### config.mk
export PLATFORM = sky130hd
export DESIGN_NAME = mem_access_ctrl
export DESIGN_NICKNAME = d
export VERILOG_FILES = /design/src/rtl/mem_pkg.sv /design/src/rtl/mem_align_unit.sv /design/src/rtl/mem_access_ctrl.sv
export SDC_FILE = /design/constraint.sdc
export NUM_CORES = 1
export LEC_CHECK = 0
export CELL_PAD_IN_SITES_DETAIL_PLACEMENT = 0
export CELL_PAD_IN_SITES_GLOBAL_PLACEMENT = 1
export CORE_MARGIN = 3
export CORE_UTILIZATION = 43
export CTS_CLUSTER_DIAMETER = 150
export DETAILED_ROUTE_END_ITERATION = 12
export DONT_BUFFER_PORTS = 1
export PLACE_DENSITY_LB_ADDON = 0.1
export SYNTH_ARGS = -nofsm -noshare
export SYNTH_HDL_FRONTEND = slang
export SYNTH_SLANG_ARGS = --single-unit
### constraint.sdc
create_clock -name clk -period 1.92 [get_ports clk]
set_input_delay 0 -clock clk [delete_from_list [all_inputs] [get_ports clk]]
set_output_delay 0 -clock clk [all_outputs]
set_load 0.005 [all_outputs]
### src/rtl/mem_pkg.sv
// Shared definitions for the memory access controller: access-size codes, FSM states, captured request.
package mem_pkg;

    localparam logic [1:0] TYPE_BYTE = 2'b00;
    localparam logic [1:0] TYPE_HALF = 2'b01;
    localparam logic [1:0] TYPE_WORD = 2'b10;

    typedef enum logic [1:0] {
        IDLE     = 2'b00,
        SETUP    = 2'b01,
        WAIT_MOC = 2'b10,
        RESPOND  = 2'b11
    } state_t;

    typedef struct packed {
        logic        rw;
        logic [1:0]  typ;
        logic        sgn;
        logic [7:0]  addr;
        logic [31:0] wdata;
    } req_t;

endpackage

### src/rtl/mem_align_unit.sv
// Combinational alignment check, write-data justification and read-data extension.
// Zero latency; no flow control.
module mem_align_unit
    import mem_pkg::*;
(
    input  logic [1:0]  typ_i,
    input  logic [1:0]  addr_lo_i,
    input  logic        sgn_i,
    input  logic [31:0] wdata_i,
    input  logic [31:0] rdata_raw_i,
    output logic        legal_o,
    output logic [31:0] wdata_o,
    output logic [31:0] rdata_o
);

    always_comb begin
        legal_o = 1'b0;
        wdata_o = wdata_i;
        rdata_o = rdata_raw_i;
        case (typ_i)
            TYPE_BYTE: begin
                legal_o = 1'b1;
                wdata_o = {24'b0, wdata_i[7:0]};
                rdata_o = {{24{sgn_i & rdata_raw_i[7]}}, rdata_raw_i[7:0]};
            end
            TYPE_HALF: begin
                legal_o = ~addr_lo_i[0];
                wdata_o = {16'b0, wdata_i[15:0]};
                rdata_o = {{16{sgn_i & rdata_raw_i[15]}}, rdata_raw_i[15:0]};
            end
            TYPE_WORD: begin
                legal_o = (addr_lo_i == 2'b00);
            end
            default: begin
                legal_o = 1'b0;
            end
        endcase
    end

endmodule

### src/rtl/mem_access_ctrl.sv
// Single-outstanding memory access controller: IDLE -> SETUP -> WAIT_MOC -> RESPOND, with timeout.
// Best case 3 cycles from accept to rsp_valid; requests outside IDLE are dropped (req_ready low).
module mem_access_ctrl
    import mem_pkg::*;
#(
    parameter int TIMEOUT = 15
) (
    input  logic        clk,
    input  logic        reset_n,
    input  logic        req,
    output logic        req_ready,
    input  logic        req_rw,
    input  logic [1:0]  req_type,
    input  logic        req_signed,
    input  logic [7:0]  req_addr,
    input  logic [31:0] req_wdata,
    output logic        rsp_valid,
    output logic        rsp_err,
    output logic [31:0] rsp_rdata,
    output logic [7:0]  mem_address,
    output logic [31:0] mem_datain,
    output logic        mem_rw,
    output logic [1:0]  mem_typedata,
    output logic        mem_mv,
    input  logic        mem_moc,
    input  logic [31:0] mem_dataout
);

    localparam int CNT_W = $clog2(TIMEOUT + 1);
    localparam logic [CNT_W-1:0] CNT_LAST = CNT_W'(TIMEOUT - 1);
    localparam logic [CNT_W-1:0] CNT_SAT  = CNT_W'(TIMEOUT);

    state_t          state_q;
    req_t            cap_q, cap_d;
    logic [CNT_W-1:0] cnt_q;
    logic            req_ready_q, rsp_valid_q, rsp_err_q, mem_mv_q, mem_rw_q;
    logic [31:0]     rsp_rdata_q, mem_datain_q;
    logic [7:0]      mem_address_q;
    logic [1:0]      mem_typedata_q;
    logic            legal;
    logic [31:0]     wdata_just, rdata_ext;

    // The align unit sees the request being captured in IDLE, and the held request afterwards.
    always_comb begin
        cap_d = cap_q;
        if (state_q == IDLE && req) begin
            cap_d = '{rw: req_rw, typ: req_type, sgn: req_signed, addr: req_addr, wdata: req_wdata};
        end
    end

    mem_align_unit u_align (
        .typ_i       (cap_d.typ),
        .addr_lo_i   (cap_d.addr[1:0]),
        .sgn_i       (cap_d.sgn),
        .wdata_i     (cap_d.wdata),
        .rdata_raw_i (mem_dataout),
        .legal_o     (legal),
        .wdata_o     (wdata_just),
        .rdata_o     (rdata_ext)
    );

    always_ff @(posedge clk or negedge reset_n) begin
        if (!reset_n) begin
            state_q        <= IDLE;
            cap_q          <= '0;
            cnt_q          <= '0;
            req_ready_q    <= 1'b1;
            rsp_valid_q    <= 1'b0;
            rsp_err_q      <= 1'b0;
            rsp_rdata_q    <= '0;
            mem_address_q  <= '0;
            mem_datain_q   <= '0;
            mem_rw_q       <= 1'b0;
            mem_typedata_q <= '0;
            mem_mv_q       <= 1'b0;
        end else begin
            cap_q       <= cap_d;
            rsp_valid_q <= 1'b0;
            case (state_q)
                IDLE: begin
                    if (req) begin
                        req_ready_q <= 1'b0;
                        if (legal) begin
                            state_q        <= SETUP;
                            mem_address_q  <= req_addr;
                            mem_rw_q       <= req_rw;
                            mem_typedata_q <= req_type;
                            mem_datain_q   <= wdata_just;
                        end else begin
                            state_q     <= RESPOND;
                            rsp_valid_q <= 1'b1;
                            rsp_err_q   <= 1'b1;
                            rsp_rdata_q <= '0;
                        end
                    end
                end
                SETUP: begin
                    state_q  <= WAIT_MOC;
                    mem_mv_q <= 1'b1;
                    cnt_q    <= '0;
                end
                WAIT_MOC: begin
                    // A completion on the final counted cycle wins over the timeout.
                    if (mem_moc) begin
                        state_q     <= RESPOND;
                        mem_mv_q    <= 1'b0;
                        rsp_valid_q <= 1'b1;
                        rsp_err_q   <= 1'b0;
                        rsp_rdata_q <= cap_q.rw ? rdata_ext : 32'h0;
                    end else if (cnt_q >= CNT_LAST) begin
                        state_q     <= RESPOND;
                        mem_mv_q    <= 1'b0;
                        rsp_valid_q <= 1'b1;
                        rsp_err_q   <= 1'b1;
                        rsp_rdata_q <= '0;
                        cnt_q       <= CNT_SAT;
                    end else begin
                        cnt_q <= cnt_q + 1'b1;
                    end
                end
                RESPOND: begin
                    state_q     <= IDLE;
                    req_ready_q <= 1'b1;
                end
                default: begin
                    state_q     <= IDLE;
                    req_ready_q <= 1'b1;
                    mem_mv_q    <= 1'b0;
                end
            endcase
        end
    end

    assign req_ready    = req_ready_q;
    assign rsp_valid    = rsp_valid_q;
    assign rsp_err      = rsp_err_q;
    assign rsp_rdata    = rsp_rdata_q;
    assign mem_address  = mem_address_q;
    assign mem_datain   = mem_datain_q;
    assign mem_rw       = mem_rw_q;
    assign mem_typedata = mem_typedata_q;
    assign mem_mv       = mem_mv_q;

endmodule

# ---- Word level (Yosys, flattened, before mapping)
# Cells that the tools add are included.
dict set report totals {
  wordCells 77
  reg_bits 129
  output_inout_bits 79
  in_bits 80
}
dict set report op_classes {
  addsub 1
  eq_ne 9
  n_mux 33
  n_lt_le_gt_ge 1
  bitwise_logic 3
  reduce_logical 13
}
# operator count
set ops {}
lappend ops {{one-hot mux 32 bit (2 select lines)} 3}
lappend ops {{two-way mux 32 bit} 5}
lappend ops {{two-way mux 43 bit} 1}
lappend ops {{two-way mux 1 bit} 11}
lappend ops {{two-way mux 2 bit} 4}
lappend ops {{two-way mux 4 bit} 2}
lappend ops {{one-hot mux 1 bit (2 select lines)} 4}
lappend ops {{one-hot mux 2 bit (4 select lines)} 1}
lappend ops {{one-hot mux 4 bit (2 select lines)} 1}
lappend ops {{AND reduction 2 bit} 4}
lappend ops {{equality test 2 bit (second input constant)} 3}
lappend ops {{logical NOT 2 bit} 3}
lappend ops {{!= test 2 bit (second input constant)} 3}
lappend ops {{nonzero test 2 bit} 3}
lappend ops {{adder 4 x 1 -> 4 bit (second input constant)} 1}
lappend ops {{equality test 2 x 1 -> 1 bit (second input constant)} 2}
lappend ops {{>= comparator 4 bit (second input constant)} 1}
lappend ops {{AND reduction 4 bit} 1}
lappend ops {{!= test 3 bit (second input constant)} 1}
lappend ops {{one-hot mux 1 bit (3 select lines)} 1}
lappend ops {{AND reduction 3 bit} 1}
lappend ops {{AND 1 bit} 2}
lappend ops {{logical AND 1 bit} 1}
lappend ops {{inverter 1 bit} 1}

# ---- Logic depth before layout (Yosys ltp)
# Gate-level depths: netlist (run 1).
dict set report logic_depth {
  depth_word 8
  depth_mapped 10
  ltp_nobuf 7
}

# ---- Hierarchy
# A second synthesis (run 1) with hierarchy kept.
dict set report unflattened {
  cells_unflattened 400
  area_unflattened_um2 5332.6
}
# mod cells_each area_per_inst_um2 seq_area_each_um2 n_inst
set by_module_without_submodules {}
lappend by_module_without_submodules {mem_access_ctrl 305 4755.8 3079.2 1}
lappend by_module_without_submodules {mem_align_unit 95 576.8 0.0 1}

# ---- Worst setup path before layout (run 1)
# Ideal clock, no wire load.
dict set report synth_timing {
  path_kind {reg-to-reg}
  from {register state_q[0]}
  to {register rsp_err_q, in the netlist rsp_err}
  setup_slack_ns -0.127
  period_less_slack_ns 2.047
  path_buffers 3
  arrival_ns 1.929
  path_stages_with_launch 10
  setup_ns 0.118
  required_ns 1.802
  cell_sequence {dfrtp_1 > inv_1 > ha_1 > buf_2 > a21bo_1 > a221oi_2 > o311ai_2 > buf_4 > buf_4 > a21o_1}
}
dict set report synth_via {
  elab_chain_len 7
  elab_cells_between_ends 16
  classes_between {eq/ne: 6; mux: 3; bitwise: 1; reduce/logical: 6}
}
# element line_no
set synth_lines {}
lappend synth_lines {{start, declared} mem_access_ctrl.sv:33} ;# state_t state_q;
lappend synth_lines {{start signal, assigned} mem_access_ctrl.sv:64} ;# state_q <= IDLE;
lappend synth_lines {{start signal, assigned} mem_access_ctrl.sv:84} ;# state_q <= SETUP;
lappend synth_lines {{start signal, assigned} mem_access_ctrl.sv:90} ;# state_q <= RESPOND;
lappend synth_lines {{logical NOT 2 bit} {mem_access_ctrl.sv:46, mem_access_ctrl.sv:79}}
lappend synth_lines {{logical AND 1 bit} mem_access_ctrl.sv:46} ;# if (state_q == IDLE && req) begin
lappend synth_lines {{two-way mux 43 bit} mem_access_ctrl.sv:46}
lappend synth_lines {{equality test 2 bit (tied with other cells)} mem_align_unit.sv:20} ;# case (typ_i)
lappend synth_lines {{one-hot mux 1 bit (3 select lines)} mem_align_unit.sv:20}
lappend synth_lines {{!= test 2 bit (no source line)} -}
lappend synth_lines {{AND reduction 4 bit (no source line)} -}
lappend synth_lines {{end signal, assigned} mem_access_ctrl.sv:69} ;# rsp_err_q <= 1'b0;
lappend synth_lines {{end signal, assigned} mem_access_ctrl.sv:92} ;# rsp_err_q <= 1'b1;
lappend synth_lines {{end signal, assigned} mem_access_ctrl.sv:108} ;# rsp_err_q <= 1'b0;
lappend synth_lines {{end, declared} mem_access_ctrl.sv:36} ;# logic req_ready_q, rsp_valid_q, rsp_err_q, mem_mv_q, mem_rw_q;
# Parallel ways exist; a longest one is shown, timed or not.
# A chain may end at the register's enable or synchronous reset.

# ---- Worst setup path in the final report (run 1)
dict set report layout_timing {
  from {register state_q[1]}
  to {register rsp_rdata_q[11], in the netlist rsp_rdata[11]}
}
dict set report layout_via {
  elab_chain_len 8
  elab_cells_between_ends 20
  classes_between {eq/ne: 6; mux: 6; bitwise: 2; reduce/logical: 6}
}
# element line_no
set layout_lines {}
lappend layout_lines {{logical NOT 2 bit} {mem_access_ctrl.sv:46, mem_access_ctrl.sv:79}}
lappend layout_lines {{logical AND 1 bit} mem_access_ctrl.sv:46}
lappend layout_lines {{two-way mux 43 bit} mem_access_ctrl.sv:46}
lappend layout_lines {{equality test 2 x 1 -> 1 bit (tied with other cells)} mem_align_unit.sv:20}
lappend layout_lines {{one-hot mux 32 bit (2 select lines)} mem_align_unit.sv:20}
lappend layout_lines {{two-way mux 32 bit} mem_access_ctrl.sv:109} ;# rsp_rdata_q <= cap_q.rw ? rdata_ext : 32'h0;
lappend layout_lines {{two-way mux 32 bit} mem_access_ctrl.sv:104} ;# if (mem_moc) begin
lappend layout_lines {{one-hot mux 32 bit (2 select lines)} mem_access_ctrl.sv:79} ;# case (state_q)
lappend layout_lines {{end signal, assigned} mem_access_ctrl.sv:109}
lappend layout_lines {{end, declared} mem_access_ctrl.sv:37} ;# logic [31:0] rsp_rdata_q, mem_datain_q;
# Parallel ways exist; a longest one is shown, timed or not.

==> results of run 1 <==
registers in the layout, summed over array words and instances, names as in the netlist, 2 cells and up:
| signal | count |
|---|---|
| mem_typedata | 2 |
| mem_datain | 32 |
| mem_address | 8 |
| cnt_q | 4 |
| rsp_rdata | 32 |
| state_q | 2 |
| cap_q | 30 |
repair_timing:
| item | 4_1_cts | 5_1_grt |
|---|---|---|
| endpoints found under the setup margin | 32 | 51 |
| gates resized for setup | 11 | 15 |
| setup buffers | 0 | 3 |
| hold endpoints to repair | 227 | 115 |
| gates cloned | 0 | 0 |
| pin swaps | 4 | 1 |
through the flow:
stage | area [sq um] | worst slack, ps | TNS [ps] | total power [mW] | hold WS (ps)
4_1_cts | 6610 | -30.2 | -232 | 10.5 | -729
5_1_grt | 6700 | -149 | -3670 | 11.2 | -728
2_1_floorplan | 4910 | -22.0 | -429 | 6.28 | -296
3_3_place_gp | 5180 | -82.0 | -1480 | 7.18 | -293
3_5_place_dp | 5180 | -137 | -2920 | 7.31 | -293
6_report | 6700 | -53.2 | -302 | 10.5 | -708
cell type report:
type                            count  area share
Multi-Input combinational cell    283       0.290
Sequential cell                   115       0.430
Clock buffer                       23      0.0699
Clock inverter                      6     0.00859
Timing Repair Buffer              114       0.169
Tap cell                          140      0.0261
Inverter                           11     0.00654
cells by family (layout without fill, tap and decap cells):
logic type | Yosys count | count (layout) | share of synthesized area
fa+ha+maj | 7 | 7 | 0.0180
buf+inv | 38 | 154 | 0.0372
flops | 115 | 115 | 0.590
mux | 48 | 48 | 0.111
simple gates | 130 | 130 | 0.106
compound gates | 98 | 98 | 0.137
worst min-delay path by stage:
stage,startpoint,endpoint,cells past startpoint
floorplan,reset_n,cap_q[10],0
global placement,reset_n,rsp_rdata[2],0
detailed placement,reset_n,rsp_rdata[2],0
CTS,reset_n,mem_mv,0
global route,reset_n,rsp_rdata[4],0
finish,reset_n,rsp_rdata[3],0
metal layers:
| layer | GRT usage | part of all wire |
|---|---|---|
| met1 | 0.225 | 0.40 |
| met2 | 0.317 | 0.50 |
| met3 | 0.0765 | 0.078 |
| met4 | 0.0962 | 0.024 |
| met5 | 0 | 0 |
power breakdown:
part           total (mW)  internal (mW)  leakage (nW)  switching [mW]
Sequential           4.11           3.43          1.47           0.682
Clock                2.82           1.81         0.259            1.01
Combinational        3.56           1.66          1.29            1.90
Total                10.5           6.90          3.02            3.59
worst max-delay path: stages (launching register included):
cell	delay, ps
dfrtp_1	380
inv_2	80
ha_4	220
nand3_2	140
a221oi_4	360
o311ai_4	160
buf_12	190
a211oi_1	250
a21o_1	120
placed cells by master (no fill, tap or decap), drive strengths merged, types with 11 or more instances in the layout:
cell	n
inv	11
mux2	47
nand2	93
nor2	24
o21ai	38
dlygate4sd3	85
o31ai	17
clkbuf	23
dfrtp	114
buf	29
==> summary.md, run 1 <==
| Metric | Value |
|---|---|
| Worst Setup Path Type | reg -> reg |
| Synth warn | 0 |
| R2R Path Start | state_q[1] |
| Clk slew on worst S/H paths | about 50 ps |
| Num CTS Buffers | 17 |
| PD cells | 1570 nW/um^2 |
| HP Class | in -> async |
| Synth top cells by count | dfrtp_1, nand2_1, mux2_1 |
| CP endpoint | rsp_rdata[11] |
| GP Congestion | between 0.7 and 0.8 |
| Synth Register Bits | 115 |
| Worst Reg2Reg Path Length in Cells | 8 |
| CP max FO | 28 |
| Post-DRT Antenna Nets | 0 |
| Worst setup path startpoint | state_q[1] |
| Die Width | roughly 110 um |
| Core area | between 10000 and 15000 sq um |
| Register Area | 2880 sq um |
| Syn_nets | 523 |
| Top-count cell post-synth | dfrtp_1 |
| Vias in the first global route | 3786 |
| Number of synthesized flops with an enable pin | 0 |
| Final hold slack | -708 ps |
| I/O pin count | around 160 |
| Status | finished, violations left |
| Finished Layout Cells | just under 700 |
| WL/cell | between 15 and 20 um |
| Post-synth ARST share | 1.00 |
| First drt pass iteration count | 6 |
| Slew margin rel. | 0.682 |
| Global-route usage over all layers | 0.195 |
| Leak | a little over 3 nW |
| PortBufs | 0 |
| Finished Core Util | 0.610 |
| Final nets | 629 |
| Placed cell count | ~580 |
| DRC viols | 0 |
| Max VDD drop | roughly 0.00084 V |
| Post-Route Skew | about 7.5 ps |
| Initial antenna violation count | 0 |
| Setup repair after global routing missed its margin | true |
| Starting Density | 0.444 |
| Setup crit end kind | flip-flop |
| Largest net degree at the start of global routing | about 120 |
| Reg2reg end | rsp_rdata[11] |
| Failing checks | hold timing, setup timing |
| Startpoint types | flip-flop |
| Fin crit period | ~2000 ps |
| Area grow syn2layout | 37.4% |
| Layout cell share with drive strength beyond 1 | 0.168 |
| Final setup vio count | 14 |
| Mapped Cells | 436 |
| Initial DRC count | 211 |
| Sink Count | around 120 |
| Clock Path Buffers | 2 |
| Area contributors post-synth | dfrtp_1, mux2_1, nand2_1 |
| Crit path DAT | between 2000 and 2500 ps |
| Worst-Skew Late Latency | ~400 ps |
| Die H | roughly 110 um |
| Number of max-cap violations | 0 |
| Multi-input gate area | between 1500 and 2000 sq um |
| Avg Synthesized Cell Area | approximately 11 sq um |
| Global-route wire length before repair | about 19000 um |
| CP Data Required Time | approximately 2300 ps |
| Total global routing overflow | 0 |
| Mapped cell area | ~4900 sq um |
| Core Rows | 38 |
| Main synth FF type | dfrtp_1 |
| Die footprint | around 13000 sq um |
| Yosys top cell area share | 0.585 |
| Hold buffers post-CTS | 85 |
| CTS tree | built |
| Dpl hpwl | approximately 7500 um |
| Via/cell ratio | approximately 5.2 |
| Register area share after synthesis | 0.590 |
| Period Utilization, post-route | 1.03 |
| Ant diodes | 0 |
| Final Slew Violations | 0 |
| CTS root buf | clkbuf_16 |
| Setup ws final | -53.2 ps |
| Via count | ~3600 |
| Fin. Hold Viols | about 120 |
| Fill cells | between 900 and 1000 |
| FF-to-FF setup slack | -50 ps |
| H-tree levels | 4 |
| Post-Route WL | about 12000 um |
| Area leader, netlist | dfrtp_1 |
| Count of different cell masters after synthesis | 40 |
| Maximum clock rate | 0.507 GHz |
| Worst slew pin tran | between 400 and 500 ps |
No activity file was read; power rests on OpenSTA's default activity.
==> run 2: changes to the inputs <==
CORE_ASPECT_RATIO = 0.75   (was not set)
SKIP_LAST_GASP = 1   (was not set)
==> run 2 against run 1 <==
Net effect:
- the run still ends with hold timing, setup timing left
- first-iteration DRC count decreased by 17%
- cell count up 0.87%
- worst setup slack worse by 5.2 ps
- non-clock buffer count up 3
- sequential cell count did not move
- highest routed layer unchanged
==> summary.md, run 2 (synthesized netlist as in run 1, its figures left out) <==
| Metric | Value |
|---|---|
| Via/cell ratio | ~5.1 |
| Crit path DAT | approximately 2300 ps |
| Initial antenna violation count | 0 |
| Die Width | ~130 um |
| Vias in the first global route | 3791 |
| Register Area | 2880 sq um |
| Final Slew Violations | 0 |
| Status | finished, violations left |
| CTS root buf | clkbuf_16 |
| Layout cell share with drive strength beyond 1 | 0.154 |
| Dpl hpwl | roughly 7500 um |
| Period Utilization, post-route | 1.03 |
| Post-CTS setup buffer count | 0 |
| Multi-input gate area | ~1900 sq um |
| Most used cell, CP | buf_4 |
| I/O pin count | between 150 and 200 |
| Post-DRT Antenna Nets | 0 |
| Sink Count | roughly 120 |
| GP Congestion | between 0.7 and 0.8 |
| Clk slew on worst S/H paths | about 50 ps |
| PortBufs | 0 |
| Die H | around 100 um |
| Hold buffers post-CTS | 85 |
| CP Data Required Time | 2210 ps |
| Worst slew pin tran | roughly 480 ps |
| Fin Setup TNS | -689 ps |
| Worst Setup Path Type | reg -> reg |
| Failing checks | hold timing, setup timing |
| Placed inst area | ~5200 sq um |
| Global-route usage over all layers | 0.190 |
| DRC viols | 0 |
| Post-Route WL | 11400 um |
| Setup repair after global routing missed its margin | true |
| CP max stage delay | 360 ps |
| Post-Route Skew | about 8.2 ps |
| Num CTS Buffers | 17 |
| Maximum clock rate | a little over 0.5 GHz |
| Design Area, Final | 6680 sq um |
| First drt pass iteration count | 4 |
| Fin. Hold Viols | between 100 and 150 |
| Final nets | 632 |
| Largest net degree at the start of global routing | 116 |
| Ant diodes | 0 |
| Final setup vio count | 24 |
| Setup crit end kind | flip-flop |
| Core Rows | 33 |
| Total global routing overflow | 0 |
| Setup ws final | -58.4 ps |
| Final hold slack | -710 ps |
| Number of max-cap violations | 0 |
| Critical Path Slowest Stage Cell | dfrtp_1 |
| Fin crit period | ~2000 ps |
| FF-to-FF setup slack | -60 ps |
| Starting Density | 0.444 |
| PD cells | between 1500 and 2000 nW/um^2 |
| Leak | 3.04 nW |
| Die footprint | 12700 sq um |
| Via count | ~3600 |
| HP Class | in -> async |
| Most frequent cells in the layout | dfrtp_1, nand2_1, dlygate4sd3_1 |
| Fill cells | 928 |
| Worst-Skew Late Latency | approximately 400 ps |
| Slew margin rel. | 0.681 |
| CTS tree | built |
| Global-route wire length before repair | between 15000 and 20000 um |
| Most common cell after layout, fill and taps aside | dfrtp_1 |
| Worst path cell trace | inv_2, ha_4, buf_4, a211oi_4, a221oi_2, o311ai_4, buf_4, a211oi_1, a21o_1 |
| Max VDD drop | ~0.00075 V |
| H-tree levels | 4 |
| CP max FO | 9 |
| Area grow syn2layout | 36.9% |
| WL/cell | between 15 and 20 um |
| Startpoint types | flip-flop |
| Clock Path Buffers | 2 |
| Finished Core Util | 0.608 |
| Initial DRC count | 176 |
| Core area | ~11000 sq um |
[run 2: area by class of cell]
class                   instances  share of cell area
clock buffers                  21              0.0675
clock inverters                11              0.0202
inverters                      11             0.00656
multi-input cells             283               0.279
flip-flops and latches        115               0.431
well taps                     140              0.0262
repair buffers                117               0.169
[run 2: worst paths after layout]
kind                                  from       endpoint  cells past startpoint
max in group asynchronous          reset_n      req_ready                      0
worst min register to register    cap_q[9]       cap_q[9]                      1
worst min-delay path               reset_n  mem_datain[3]                      0
worst max-delay path            state_q[1]  rsp_rdata[11]                      9
min in group clk                       req      cap_q[41]                      3
worst max register to register  state_q[1]  rsp_rdata[11]                      9
[run 2: critical path: cells and delay by family (launching register included)]
| kind | cells | cell delay (ps) |
|---|---|---|
| flip-flops | 1 | 360 |
| buffers and inverters | 3 | 430 |
| adder cells (fa/ha/maj) | 1 | 190 |
| AO/OA/AOI/OAI | 5 | 900 |
[run 2: metal layers]
| metal | up-vias | GRT usage | routed length, um |
|---|---|---|---|
| met4 | 0 | 0.0670 | 131 |
| met3 | 12 | 0.0711 | 814 |
| met2 | 104 | 0.303 | 5600 |
| li1 | 1725 | - | - |
| met1 | 1747 | 0.239 | 4900 |
| met5 | - | 0 | 0 |
[run 2: stage by stage]
stage	total power [mW]	worst slack, ps	cells
2_1_floorplan	6.28	-22.0	436
3_3_place_gp	7.18	-79.3	581
3_5_place_dp	7.26	-159	581
4_1_cts	10.7	-62.5	698
5_1_grt	11.3	-199	698
6_report	10.5	-58.4	698
[run 2: power breakdown]
group	switching (mW)	internal (mW)
registers	0.656	3.43
logic	1.80	1.57
clock network	1.04	2.06
[run 2: timing repair]
item,4_1_cts,5_1_grt
endpoints found under the hold margin,226,115
endpoints found under the setup margin,28,57
resized for setup,6,3
pin swaps,1,0
==> run 3: changes to the inputs <==
CORE_ASPECT_RATIO = 1.4   (was 0.75)
==> run 3 against run 2 <==
Net effect:
- the flow still finishes with violations (hold timing, setup timing)
- sequential power about the same
- fmax up 0.50%
- worst hold slack worse by 1.6 ps
- critical path type unchanged
- largest power group unchanged
==> summary.md, run 3 (synthesized netlist as in run 1, its figures left out) <==
| Metric | Value |
|---|---|
| Status | finished, violations left |
| Failing checks | hold timing, setup timing |
| Clock Path Buffers | 2 |
| Worst-Skew Late Latency | 400 ps |
| Maximum clock rate | 0.508 GHz |
| Area grow syn2layout | 38.3% |
| FF-to-FF setup slack | -50 ps |
| PortBufs | 0 |
| First drt pass iteration count | 4 |
| CP max stage delay | 380 ps |
| Final setup vio count | 20 |
| CTS root buf | clkbuf_16 |
| Setup repair after global routing missed its margin | true |
| I/O pin count | 159 |
| Die footprint | ~13000 sq um |
| Crit path DAT | about 2300 ps |
| Via/cell ratio | a little over 5 |
| HP Class | in -> async |
| Fin crit period | approximately 2000 ps |
| Post-Route Skew | 5.58 ps |
| Core area | ~11000 sq um |
| CTS tree | built |
| Starting Density | 0.444 |
| Slew margin rel. | 0.731 |
| Most frequent cells in the layout | dfrtp_1, nand2_1, dlygate4sd3_1 |
| Pre-CTS WS | -123 ps |
| Largest net degree at the start of global routing | around 120 |
| Startpoint types | flip-flop |
| Period Utilization, post-route | 1.03 |
| WL/cell | ~17 um |
| Most used cell, CP | buf_12 |
| CP Data Required Time | approximately 2300 ps |
| Max VDD drop | roughly 0.00084 V |
| Final nets | between 600 and 700 |
| Critical Path Slowest Stage Cell | o311ai_4 |
| Ant diodes | 0 |
| Global-route usage over all layers | 0.196 |
| Fin. Hold Viols | ~120 |
| Worst Reg2Reg Path Length in Cells | 10 |
| Most common cell after layout, fill and taps aside | dfrtp_1 |
| R2R Path Start | state_q[0] |
| Worst slew pin tran | roughly 400 ps |
| Reg2reg end | rsp_rdata[6] |
| PD cells | between 1500 and 2000 nW/um^2 |
| Total global routing overflow | 0 |
| Post-Route WL | 12000 um |
| Sink Count | between 100 and 150 |
| Worst path cell trace | inv_2, ha_4, buf_12, a211oi_4, a221oi_4, o311ai_4, buf_12, buf_4, nand2_1, o21ai_1 |
| Vias in the first global route | 3824 |
| Leak | 3.04 nW |
| Initial antenna violation count | 0 |
| CP max FO | 15 |
| Initial DRC count | between 100 and 150 |
| Finished Layout Cells | between 600 and 700 |
| Worst Setup Path Type | reg -> reg |
| WP depth | 10 |
| Total power | roughly 11 mW |
| Final Slew Violations | 0 |
| CP top delay family | compound AO/OA/AOI/OAI gates |
| Clk slew on worst S/H paths | 60 ps |
| Via count | about 3500 |
| Placed cell count | roughly 580 |
| Num CTS Buffers | 17 |
| GP Congestion | around 0.78 |
| Buf/Inv on CP | 4 |
| Die Width | 96.0 um |
| DRC viols | 0 |
| Global-route wire length before repair | between 15000 and 20000 um |
| Setup ws final | -48.6 ps |
| H-tree levels | 4 |
| Setup crit end kind | flip-flop |
| Final hold slack | -711 ps |
| Layout cell share with drive strength beyond 1 | 0.171 |
| Dpl hpwl | 7700 um |
| Post-DRT Antenna Nets | 0 |
| Core Rows | 45 |
| Number of max-cap violations | 0 |
| Die H | roughly 130 um |
run 3: area by class of cell:
type	instances	area (sq um)
fillers	908	4240
flip-flops and latches	115	2880
multi-input cells	283	1920
repair buffers	113	1150
clock buffers	21	470
well taps	141	176
clock inverters	11	104
inverters	11	41.3
run 3: layer usage:
metal / global-route usage / part of all wire
met1: 0.228 / 0.40
met5: 0 / 0
met3: 0.0822 / 0.082
met4: 0.0712 / 0.015
met2: 0.317 / 0.51
run 3: power by group:
group          internal (mW)  leakage [nW]  switching [mW]
clock                   1.88         0.268            1.13
sequential              3.43          1.47           0.669
combinational           1.77          1.30            1.89
run 3: how the worst max path moves through the flow:
stage / from / slack (ps) / endpoint
4_1_cts: state_q[0] / -50 / rsp_rdata[19]
3_5_place_dp: state_q[0] / -120 / rsp_rdata[24]
2_1_floorplan: state_q[0] / -20 / rsp_err
6_report: state_q[0] / -50 / rsp_rdata[6]
3_3_place_gp: state_q[0] / -100 / rsp_rdata[24]
5_1_grt: state_q[0] / -180 / rsp_rdata[19]
run 3: through the flow:
stage          instance area, sq um  setup TNS, ps  utilization
6_report                       6740           -574        0.614
5_1_grt                        6740          -3720        0.614
3_5_place_dp                   5210          -2840        0.475
3_3_place_gp                   5210          -2030        0.475
4_1_cts                        6670           -633        0.608
2_1_floorplan                  4910           -429            -
run 3: repair_timing:
item	CTS	global route
hold buffers	79	1
resized for setup	10	9
endpoints found under the setup margin	32	53
hold endpoints to repair	226	116
cloned	1	0
buffers inserted	2	1
pin swaps	3	1
